$ cat config.mk
export PLATFORM = sky130hd
export DESIGN_NAME = fir_run_sequencer
export DESIGN_NICKNAME = d
export VERILOG_FILES = /design/src/rtl/fir_run_sequencer.sv
export SDC_FILE = /design/constraint.sdc
export NUM_CORES = 1
export LEC_CHECK = 0
export ABC_AREA = 1
export CAP_MARGIN = 20
export CORE_ASPECT_RATIO = 2
export CORE_MARGIN = 10
export CORE_UTILIZATION = 45
export DETAILED_ROUTE_END_ITERATION = 12
export GPL_ROUTABILITY_DRIVEN = 1
export HOLD_SLACK_MARGIN = 0.02
export PLACE_DENSITY = 0.9
export REMOVE_ABC_BUFFERS = 1
export SYNTH_ARGS = -nofsm -noshare
export SYNTH_HDL_FRONTEND = slang
export SYNTH_SLANG_ARGS = --single-unit
$ cat constraint.sdc
create_clock -name clock -period 2.93 [get_ports clock]
set_input_delay 0.4395 -clock clock [delete_from_list [all_inputs] [get_ports clock]]
set_output_delay 0.4395 -clock clock [all_outputs]
set_load 0.01 [all_outputs]
$ cat src/rtl/fir_run_sequencer.sv
// fir_run_sequencer
// Run-level controller for an n-tap FIR datapath. Each run loads LENGTH
// coefficients from a synchronous-read coefficient memory into the FIR,
// streams sampleCount samples from a valid/ready source, flushes the FIR
// with LENGTH zeros, forwards the full convolution as a valid-qualified
// stream, then stops the FIR and pulses done.
//
// Ports
//   clock, reset          rising-edge clock, synchronous active-high reset
//   start, sampleCount    run request (IDLE only) and sample count N (latched)
//   coeffAddr, coeffData  coefficient memory address / data (1-cycle latency)
//   sampleIn, sampleValid, sampleReady   sample source handshake
//   firLoadCoeff, firCoeffIn, firLoadDataFlag, firStopDataLoadFlag,
//   firDataIn, firDataOut                FIR datapath control and data
//   resultOut, resultValid               convolution result stream
//   busy, done                           run status
//
// state    | meaning
// ---------+-------------------------------------------------------------
// S_RST    | first cycle after reset, every output held at 0
// S_RESYNC | 3 cycles of FIR stop flag to return the FIR to idle
// S_IDLE   | waiting for start with a non-zero sample count
// S_COEFF  | LENGTH+2 cycles: address coefficients, feed FIR, guard cycle
// S_STREAM | accept N samples from the source, one FIR load per accept
// S_FLUSH  | LENGTH zero loads to push out the convolution tail
// S_DRAIN  | one cycle to capture the final FIR output
// S_STOP   | 2 cycles of FIR stop flag
// S_WAIT   | done pulse, back to IDLE
module fir_run_sequencer #(
  parameter int LENGTH           = 20,
  parameter int DATA_WIDTH       = 8,
  parameter int COEFF_ADDR_WIDTH = 5
) (
  input  logic                           clock,
  input  logic                           reset,
  input  logic                           start,
  input  logic [15:0]                    sampleCount,
  output logic [COEFF_ADDR_WIDTH-1:0]    coeffAddr,
  input  logic signed [DATA_WIDTH-1:0]   coeffData,
  input  logic signed [DATA_WIDTH-1:0]   sampleIn,
  input  logic                           sampleValid,
  output logic                           sampleReady,
  output logic                           firLoadCoeff,
  output logic signed [DATA_WIDTH-1:0]   firCoeffIn,
  output logic                           firLoadDataFlag,
  output logic                           firStopDataLoadFlag,
  output logic signed [DATA_WIDTH-1:0]   firDataIn,
  input  logic signed [3*DATA_WIDTH-1:0] firDataOut,
  output logic signed [3*DATA_WIDTH-1:0] resultOut,
  output logic                           resultValid,
  output logic                           busy,
  output logic                           done
);

  // The tap counter must reach LENGTH+1 for the coefficient phase.
  localparam int TAP_W = $clog2(LENGTH + 2);
  typedef logic [TAP_W-1:0] tap_t;

  localparam tap_t TAP_COEFF  = tap_t'(LENGTH + 1);
  localparam tap_t TAP_FLUSH  = tap_t'(LENGTH - 1);
  localparam tap_t TAP_LAST   = tap_t'(LENGTH - 1);
  localparam tap_t TAP_RESYNC = tap_t'(2);
  localparam tap_t TAP_STOP   = tap_t'(1);

  typedef enum logic [3:0] {
    S_RST,
    S_RESYNC,
    S_IDLE,
    S_COEFF,
    S_STREAM,
    S_FLUSH,
    S_DRAIN,
    S_STOP,
    S_WAIT
  } state_t;

  state_t      state, state_nxt;
  tap_t        tap_cnt, tap_nxt;
  logic [15:0] sample_cnt, sample_nxt;
  logic        seen_load, seen_load_nxt;
  logic        result_valid, result_valid_nxt;
  logic        load;
  tap_t        coeff_idx;

  always_ff @(posedge clock) begin
    if (reset) begin
      state        <= S_RST;
      tap_cnt      <= '0;
      sample_cnt   <= '0;
      seen_load    <= 1'b0;
      result_valid <= 1'b0;
    end else begin
      state        <= state_nxt;
      tap_cnt      <= tap_nxt;
      sample_cnt   <= sample_nxt;
      seen_load    <= seen_load_nxt;
      result_valid <= result_valid_nxt;
    end
  end

  always_comb begin
    state_nxt           = state;
    tap_nxt             = tap_cnt;
    sample_nxt          = sample_cnt;
    load                = 1'b0;
    coeff_idx           = '0;
    sampleReady         = 1'b0;
    firLoadCoeff        = 1'b0;
    firCoeffIn          = '0;
    firStopDataLoadFlag = 1'b0;
    firDataIn           = '0;
    busy                = 1'b0;
    done                = 1'b0;

    case (state)
      S_RST: begin
        state_nxt = S_RESYNC;
        tap_nxt   = TAP_RESYNC;
      end

      S_RESYNC: begin
        busy                = 1'b1;
        firStopDataLoadFlag = 1'b1;
        if (tap_cnt == '0) state_nxt = S_IDLE;
        else               tap_nxt   = tap_cnt - tap_t'(1);
      end

      S_IDLE: begin
        if (start && (sampleCount != 16'd0)) begin
          state_nxt  = S_COEFF;
          sample_nxt = sampleCount;
          tap_nxt    = TAP_COEFF;
        end
      end

      S_COEFF: begin
        busy         = 1'b1;
        firLoadCoeff = (tap_cnt == TAP_COEFF);
        // Cycle c_k has tap_cnt = LENGTH+1-k. Past the last address the
        // address is parked on LENGTH-1 so the memory keeps presenting the
        // final coefficient through the guard cycle.
        if (tap_cnt >= tap_t'(2)) coeff_idx = TAP_COEFF - tap_cnt;
        else                      coeff_idx = TAP_LAST;
        // The memory's own output register supplies the one-cycle alignment.
        if (tap_cnt != TAP_COEFF) firCoeffIn = coeffData;
        if (tap_cnt == '0) state_nxt = S_STREAM;
        else               tap_nxt   = tap_cnt - tap_t'(1);
      end

      S_STREAM: begin
        busy        = 1'b1;
        sampleReady = 1'b1;
        if (sampleValid) begin
          load       = 1'b1;
          firDataIn  = sampleIn;
          sample_nxt = sample_cnt - 16'd1;
          if (sample_cnt == 16'd1) begin
            state_nxt = S_FLUSH;
            tap_nxt   = TAP_FLUSH;
          end
        end
      end

      S_FLUSH: begin
        busy = 1'b1;
        load = 1'b1;
        if (tap_cnt == '0) state_nxt = S_DRAIN;
        else               tap_nxt   = tap_cnt - tap_t'(1);
      end

      S_DRAIN: begin
        busy      = 1'b1;
        state_nxt = S_STOP;
        tap_nxt   = TAP_STOP;
      end

      S_STOP: begin
        busy                = 1'b1;
        firStopDataLoadFlag = 1'b1;
        if (tap_cnt == '0) state_nxt = S_WAIT;
        else               tap_nxt   = tap_cnt - tap_t'(1);
      end

      S_WAIT: begin
        busy      = 1'b1;
        done      = 1'b1;
        state_nxt = S_IDLE;
      end

      default: begin
        state_nxt = S_RST;
      end
    endcase

    coeffAddr       = COEFF_ADDR_WIDTH'(coeff_idx);
    firLoadDataFlag = load;

    // The FIR output after the first load of a run reflects an empty
    // history, so only loads after the first produce a result.
    result_valid_nxt = load && seen_load;
    seen_load_nxt    = (state == S_IDLE) ? 1'b0 : (seen_load | load);
  end

  assign resultValid = result_valid;
  assign resultOut   = result_valid ? firDataOut : '0;

endmodule

==> Word level (Yosys, flattened, before mapping) <==
Index checks and enable logic that the tools add are counted.
{ "classes": {"addsub": 3, "n_reduce_logical": 14, "magnitude_cmp": 1, "bitwise": 1, "eq_ne": 19, "muxes": 30} }
{ "ops": {"columns": ["cell", "n"], "rows": [
  ["$pmux W4 S9", 1],
  ["$mux W16", 2],
  ["$mux W8", 4],
  ["$pmux W16 S2", 1],
  ["$mux W5", 6],
  ["$mux W4", 7],
  ["$pmux W5 S5", 1],
  ["$mux W24", 1],
  ["$eq A16 B1 Y1 const B", 1],
  ["$eq A4 B3 Y1 const B", 4],
  ["$ne A2 B2 Y1 const B", 8],
  ["$reduce_bool A16 Y1", 1],
  ["$sub A16 B1 Y16 const B", 1],
  ["$eq A4 B2 Y1 const B", 2],
  ["$reduce_and A7 Y1", 1],
  ["$reduce_or A7 Y1", 1],
  ["$mux W1", 6],
  ["$eq A5 B5 Y1 const B", 1],
  ["$ge A5 B2 Y1 const B", 1],
  ["$logic_not A5 Y1", 1],
  ["$ne A5 B5 Y1 const B", 1],
  ["$reduce_and A5 Y1", 1],
  ["$reduce_bool A5 Y1", 1],
  ["$sub A5 B1 Y5 const B", 1],
  ["other kinds (11)", 13]
]} }
{ "word_totals": {"in_bits": 60, "wordCells": 73, "register_bits": 27, "out_inout_bits": 52} }

==> Depth between registers and ports, before layout <==
Gate-level depths: netlist of the first run.
{ "depth": {"word_depth": 4, "mapped_depth": 12, "ltp_nobuf": 12} }

==> Worst setup path before layout of the first run <==
OpenSTA, ideal clock, no wires.
{ "synth_timing": {"kind": "reg-to-output", "startpoint": "reg tap_cnt[1]", "endpoint": "out coeffAddr[0]", "path_buffers": 0, "path_stages_with_launch": 9, "arrival_time_ns": 1.191, "setup_slack_ns": 1.300, "required_ns": 2.491, "path_cell_list": "dfxtp_1 > inv_1 > ha_1 > nand2_1 > a21oi_1 > inv_1 > nor2_1 > inv_1 > a21oi_1"} }
{ "synth_via": {"elab_chain_cells": 3} }
{ "synth_lines": {"columns": ["item", "line", "source"], "rows": [
  ["from (decl)", "78", "tap_t tap_cnt, tap_nxt;"],
  ["from (signal assigned)", "94", "tap_cnt <= tap_nxt;"],
  ["$ge A5 B2 Y1", "142", "if (tap_cnt >= tap_t'(2)) coeff_idx = TAP_COEFF - tap_cnt;"],
  ["$mux W5", "142", null],
  ["$mux W5", "115", "case (state)"],
  ["to (decl)", "38", "output logic [COEFF_ADDR_WIDTH-1:0] coeffAddr,"]
]} }
No other way between the ends.

==> Worst setup path in the final report of the first run <==
{ "layout_timing": {"startpoint": "reg state[1]", "endpoint": "out coeffAddr[4]"} }
{ "layout_via": {"elab_chain_cells": 2} }
{ "layout_lines": {"columns": ["item", "line", "source"], "rows": [
  ["from (decl)", "77", "state_t state, state_nxt;"],
  ["from (signal assigned)", "93", "state <= state_nxt;"],
  ["$eq A4 B2 Y1", "115", null],
  ["$mux W5", "115", null]
]} }
No other way between the ends.

==> results of run 1 <==
## registers in the layout, summed over array words and instances (netlist names)
register,cells
sample_cnt,16
state,4
resultValid,1
seen_load,1
tap_cnt,5
## cell usage after synthesis, types with 2 or more instances
cell                       number  area share
sky130_fd_sc_hd__inv_2          5      0.0076
sky130_fd_sc_hd__nand3_2        7       0.028
sky130_fd_sc_hd__a21oi_2        5       0.018
sky130_fd_sc_hd__nor3_1         7       0.014
sky130_fd_sc_hd__a31oi_1        2      0.0051
sky130_fd_sc_hd__nand2_1      123        0.19
sky130_fd_sc_hd__clkbuf_1       5      0.0076
sky130_fd_sc_hd__buf_2          4      0.0081
sky130_fd_sc_hd__nor2_1        87        0.13
sky130_fd_sc_hd__a21oi_1       10       0.020
sky130_fd_sc_hd__o21ai_1        9       0.018
sky130_fd_sc_hd__nor2_2         4       0.010
sky130_fd_sc_hd__o21ai_0       14       0.028
sky130_fd_sc_hd__xnor2_1        3       0.011
sky130_fd_sc_hd__buf_6          2      0.0092
sky130_fd_sc_hd__ha_1           8       0.041
sky130_fd_sc_hd__inv_1         62       0.095
sky130_fd_sc_hd__nand4_1        5       0.013
sky130_fd_sc_hd__nand3_1       33       0.067
sky130_fd_sc_hd__dfxtp_1       27        0.22
sky130_fd_sc_hd__or2_2          6       0.015
## power by group through the flow
stage                     sequential (mW)  clock (mW)  combinational (mW)
after global routing                0.624       0.243                1.97
after detailed placement            0.613           0                1.70
after CTS                           0.604       0.222                1.71
final                               0.611       0.226                1.74
after floorplan                     0.573           0                1.21
after global placement              0.605           0                1.65
## final cells by class
class                           instances  area (um2)
Fill cell                             483        1730
Multi-Input combinational cell        332        1600
Timing Repair Buffer                  113        1130
Sequential cell                        27         541
Inverter                               68         258
Tap cell                               60        75.1
Clock buffer                            3        41.3
Clock inverter                          1        5.00
## kinds of logic (layout without fill, tap and decap cells)
logic type               after synthesis  after routing
flip-flops                            27             27
XOR/XNOR                               4              4
AO/OA/AOI/OAI                         43             43
AND/OR/NAND/NOR                      277            277
buffers and inverters                 80            185
adder cells (fa/ha/maj)                8              8
## metal layers
metal | global-route usage | up-vias
li1 | - | 1567
met1 | 0.172 | 1376
met2 | 0.351 | 126
met3 | 0.0431 | 23
met4 | 0.0745 | 0
met5 | 0 | -
## worst paths after layout
| check | startpoint | end | slack, ns | cells past startpoint |
|---|---|---|---|---|
| min reg2reg | seen_load | resultValid | 0.46 | 2 |
| min | seen_load | resultValid | 0.46 | 2 |
| max reg2reg | state[0] | sample_cnt[11] | 0.95 | 10 |
| max | state[1] | coeffAddr[4] | 0.34 | 7 |
## through the flow
stage	hold slack (ns)	setup WS (ns)	instance area (um2)	power, mW	instances
4_1_cts	0.459	0.365	3640	2.54	604
5_1_grt	0.494	0.166	3640	2.84	604
6_report	0.462	0.342	3640	2.57	604
2_1_floorplan	0.421	1.14	2390	1.78	427
3_5_place_dp	0.444	0.414	3600	2.31	600
3_3_place_gp	0.437	0.424	3600	2.25	600
## worst min-delay path: stages (launching register included)
cell and delay (ns):
sky130_fd_sc_hd__dfxtp_1 0.31, sky130_fd_sc_hd__inv_1 0.06, sky130_fd_sc_hd__nor3_1 0.05
==> results.ini, run 1 <==
[run_status]
outcome = complete, no violations

[yosys]
synth-edff-count = 0
sequential_element_share_of_the_synthesized_area = 0.220
synth_top_flop_cell = sky130_fd_sc_hd__dfxtp_1
synthArstFlopShare = 0
ys.warnings.count = 0
synth.distinct_cells = 32
yosys.area_share.xor_xnor = 0.0142
synthSimpleGateAreaFrac = 0.491
synth.ff_latch_count = 27
yosys-mux-area-fraction = 0
post_synth_fa_ha_maj_area_fraction = 0.0407
dominant_combinational_cell_family_by_area_after_synthesis = simple AND/OR/NAND/NOR gates
synth_cells = 439
syn-mean-instance-area_um2 = 5.61
post_synth_instance_area_um2 = 2460
synth_compound_gate_area_share = 0.103

[die]
die_width_um = 72.3
core_region_area_um2 = 5370
design.die.area_um2 = 9010
start_util = 0.458
chipHeight_um = 125
rows = 38
num_io_pins = 112

[final_layout]
post-route-util = 0.678
layout_common_cells = 123 x sky130_fd_sc_hd__nand2_1, 111 x sky130_fd_sc_hd__clkdlybuf4s50_1, 87 x sky130_fd_sc_hd__nor2_1, 62 x sky130_fd_sc_hd__inv_1, 33 x sky130_fd_sc_hd__nand3_1
antenna-diode-count = 0
area_growth_pct = 48.0
layout.cells.most_common = sky130_fd_sc_hd__nand2_1
post_route_cells_drive_above_1_share = 0.0717
fin_nets = 613

[pwr]
switching_share = 0.518
p_int_mw = 1.24
p_seq_frac = 0.237
power.static_leakage_nw = 1.79
pwr-share-clk = 0.088
netSwitchingPower_mw = 1.33
peak_supply_drop_mv = 0.725
comb_power_share = 0.675
power_per_cell_area_nw_per_um2 = 707

[clocking]
cts.clk_slew.worst_paths_ns = 0.10
tritoncts = yes
post-cts-setup-buffer-count = 0
num_clock_sinks = 27
insertion_delay_ns = 0.28
ctsRootBufferMaster = sky130_fd_sc_hd__clkbuf_8
cts_hold_buffers = 0
cts.htree.levels = 1
numCtsBuffers = 3
cts_buffer_depth = 2
cts.repair.resized = 0

[drt]
drc = 0
met3RoutedLength_um = 547
drt-vias-per-instance = 5.12
total_number_of_vias = 3092
detail_route.iter0.violations = 199
drtPass1Iterations = 4
drt_wl_total_um = 8430
m1WireLength_um = 2930
highest_routing_layer_actually_used = met4
routed_wire_length_per_instance_um = 14.0
drtAntennaViolNets = 0
wl_met2_um = 4680

[worst_setup_path]
critical_path_buf_inv_count = 3
path_max_fanout = 14
critPathLaunchType = flop
cp.required_ns = 2.49
critical-path-max-stage-delay_ns = 0.55
crit_chain = nand2_1 -> inv_1 -> nand2_1 -> inv_1 -> o21ai_0 -> a31oi_1 -> clkdlybuf4s50_1
crit_end_element = output port
critical-path-top-delay-family = buffers and inverters
timing.critical_path.arrival_ns = 2.15
slowest_stage = sky130_fd_sc_hd__clkdlybuf4s50_1
critPathKind = reg2out

[timing]
final_min_period_over_clock_period = 0.883
rsz0062_at_grt = false
count_of_final_max_slew_check_failures = 0
finalSetupViolCount = 0
finalCriticalPeriod_ns = 2.59
fmaxAchievable_mhz = 386
tightestPinTransition_ns = 0.725
setup_tns_ns = 0
max-slew-margin-rel = 0.516
finalHoldViolations = 0
finalClockSkew_ns = 0.00366

[worst_hold_path]
worstHoldPathType = reg2reg

[global_routing]
overflow = 0
antenna_found_initial = 0
grt.total_usage = 0.183
grt_pass1_vias = 3035
grt_start_max_net_pins = 26
wire_length_of_the_first_global_routing_pass_um = 14000

[place]
number_of_port_buffers = 111
post-dp-hpwl_um = 6930
gpl.final_weighted_congestion = 0.977

[job]
maximum_capacitance_violations = 0

Note: power is estimated with default switching activity, not from simulation.
==> run 2: changes to the inputs <==
- CORE_MARGIN: 10 -> default
==> results.ini, run 2 (synthesis results as in run 1) <==
[global_routing]
antenna_found_initial = 0
overflow = 0
grt_pass1_vias = 3007
grt_start_max_net_pins = 26
grt.total_usage = 0.272
wire_length_of_the_first_global_routing_pass_um = 12100

[worst_setup_path]
timing.rr.start = state[2]
critPathMostFrequentCell = sky130_fd_sc_hd__inv_1
cp.required_ns = 2.49
path_max_fanout = 6
r2r.worst_path.cells = 8
critical-path-max-stage-delay_ns = 0.55
critPathLaunchType = flop
slowest_stage = sky130_fd_sc_hd__clkdlybuf4s50_1
timing.critical_path.arrival_ns = 2.14
crit_end_element = output port
critical_path.reg2reg.endpoint = sample_cnt[11]
crit_chain = inv_1 -> ha_1 -> nand2_1 -> a21oi_1 -> inv_1 -> nor2_1 -> inv_1 -> a21oi_1 -> clkdlybuf4s50_1
critPathKind = reg2out
r2r_setup_slack_ns = 1.11

[clocking]
cts_buffer_depth = 2
cts.htree.levels = 1
ctsRootBufferMaster = sky130_fd_sc_hd__clkbuf_8
post-cts-setup-buffer-count = 0
cts_hold_buffers = 0
tritoncts = yes
num_clock_sinks = 27
cts.clk_slew.worst_paths_ns = 0.10
insertion_delay_ns = 0.28
numCtsBuffers = 3
cts.repair.resized = 0

[final_layout]
largest_reg_flops = 16
regMostFlops = sample_cnt
antenna-diode-count = 0
biggestRegsByFlops = sample_cnt: 16 flops, tap_cnt: 5 flops, state: 4 flops
area_growth_pct = 48.2
post_route_cells_drive_above_1_share = 0.0734
layout_common_cells = 123 x sky130_fd_sc_hd__nand2_1, 111 x sky130_fd_sc_hd__clkdlybuf4s50_1, 87 x sky130_fd_sc_hd__nor2_1, 62 x sky130_fd_sc_hd__inv_1, 33 x sky130_fd_sc_hd__nand3_1
fin_nets = 614
post-route-util = 0.703
layout.cells.most_common = sky130_fd_sc_hd__nand2_1

[job]
maximum_capacitance_violations = 0

[drt]
drtAntennaViolNets = 0
total_number_of_vias = 3090
drt-vias-per-instance = 5.12
drc = 0
drt_wl_total_um = 7400
routed_wire_length_per_instance_um = 12.3
detail_route.iter0.violations = 74
drtPass1Iterations = 4

[timing]
rsz0062_at_grt = false
finalCriticalPeriod_ns = 2.58
count_of_final_max_slew_check_failures = 0
setup_tns_ns = 0
finalClockSkew_ns = 0.00501
tightestPinTransition_ns = 0.759
finalHoldViolations = 0
finalSetupViolCount = 0
final_min_period_over_clock_period = 0.882
fmaxAchievable_mhz = 387
max-slew-margin-rel = 0.493

[die]
chipHeight_um = 107
num_io_pins = 112
rows = 37
core_region_area_um2 = 5180
start_util = 0.475
die_width_um = 54.3
design.die.area_um2 = 5790

[worst_hold_path]
min-delay-start = seen_load
timing.hold.worst_path_depth = 2
end_point_of_the_worst_hold_path = resultValid
worstHoldPathType = reg2reg

[place]
post-dp-hpwl_um = 6010
number_of_port_buffers = 111
gpl.final_weighted_congestion = 0.989

[pwr]
power_per_cell_area_nw_per_um2 = 695
power.static_leakage_nw = 1.80
peak_supply_drop_mv = 0.596

[run_status]
outcome = complete, no violations

## run 2: cell count changes in the layout (fill, tap and decap cells not counted), sizes merged
cell / before / now
buf: 2 / 3
## run 2: how the worst max path moves through the flow
stage / start / endpoint / slack, ns / cells past startpoint
after floorplan: state[0] / sample_cnt[7] / 1.14 / 10
after global placement: sampleValid / firLoadDataFlag / 0.46 / 6
after detailed placement: sampleValid / firLoadDataFlag / 0.44 / 6
after CTS: tap_cnt[1] / coeffAddr[1] / 0.35 / 9
after global routing: state[1] / coeffAddr[4] / 0.13 / 7
final: tap_cnt[1] / coeffAddr[1] / 0.35 / 9
## run 2: routing by layer
metal / share of wire / vias up / GRT usage
met1: 0.34 / 1386 / 0.244
met5: 0 / - / 0
met4: 0.050 / 0 / 0.161
met3: 0.039 / 34 / 0.0213
met2: 0.57 / 106 / 0.529
li1: - / 1564 / -
## run 2: worst max-delay path, delay by kind of cell, from the launching register on
family / cells / cell delay [ns]
DFF: 1 / 0.35
buffers and inverters: 4 / 0.88
and+or+nand+nor: 2 / 0.14
AOI/OAI and AO/OA: 2 / 0.26
adders and majority gates: 1 / 0.23
## run 2: final cells by class
cell class	instances	area [um2]
clock inverter	1	5.00
sequential	27	541
inverter	68	258
timing repair buffer	114	1130
tap	58	72.6
fill	448	1540
multi-input combinational	332	1600
clock buffer	3	41.3
## run 2: where the power goes
group / internal, mW / total (mW) / switching [mW]
logic: 0.682 / 1.71 / 1.03
registers: 0.469 / 0.605 / 0.137
clock network: 0.0956 / 0.220 / 0.125
total: 1.25 / 2.53 / 1.29
## run 2: metrics by stage
step | hold slack (ns) | power (mW) | cells | setup slack [ns] | instance area [um2]
after CTS | 0.465 | 2.53 | 603 | 0.355 | 3650
after global routing | 0.506 | 2.79 | 603 | 0.127 | 3650
after detailed placement | 0.447 | 2.30 | 599 | 0.440 | 3600
after floorplan | 0.421 | 1.78 | 427 | 1.14 | 2390
after global placement | 0.445 | 2.25 | 599 | 0.463 | 3600
final | 0.469 | 2.53 | 603 | 0.347 | 3650
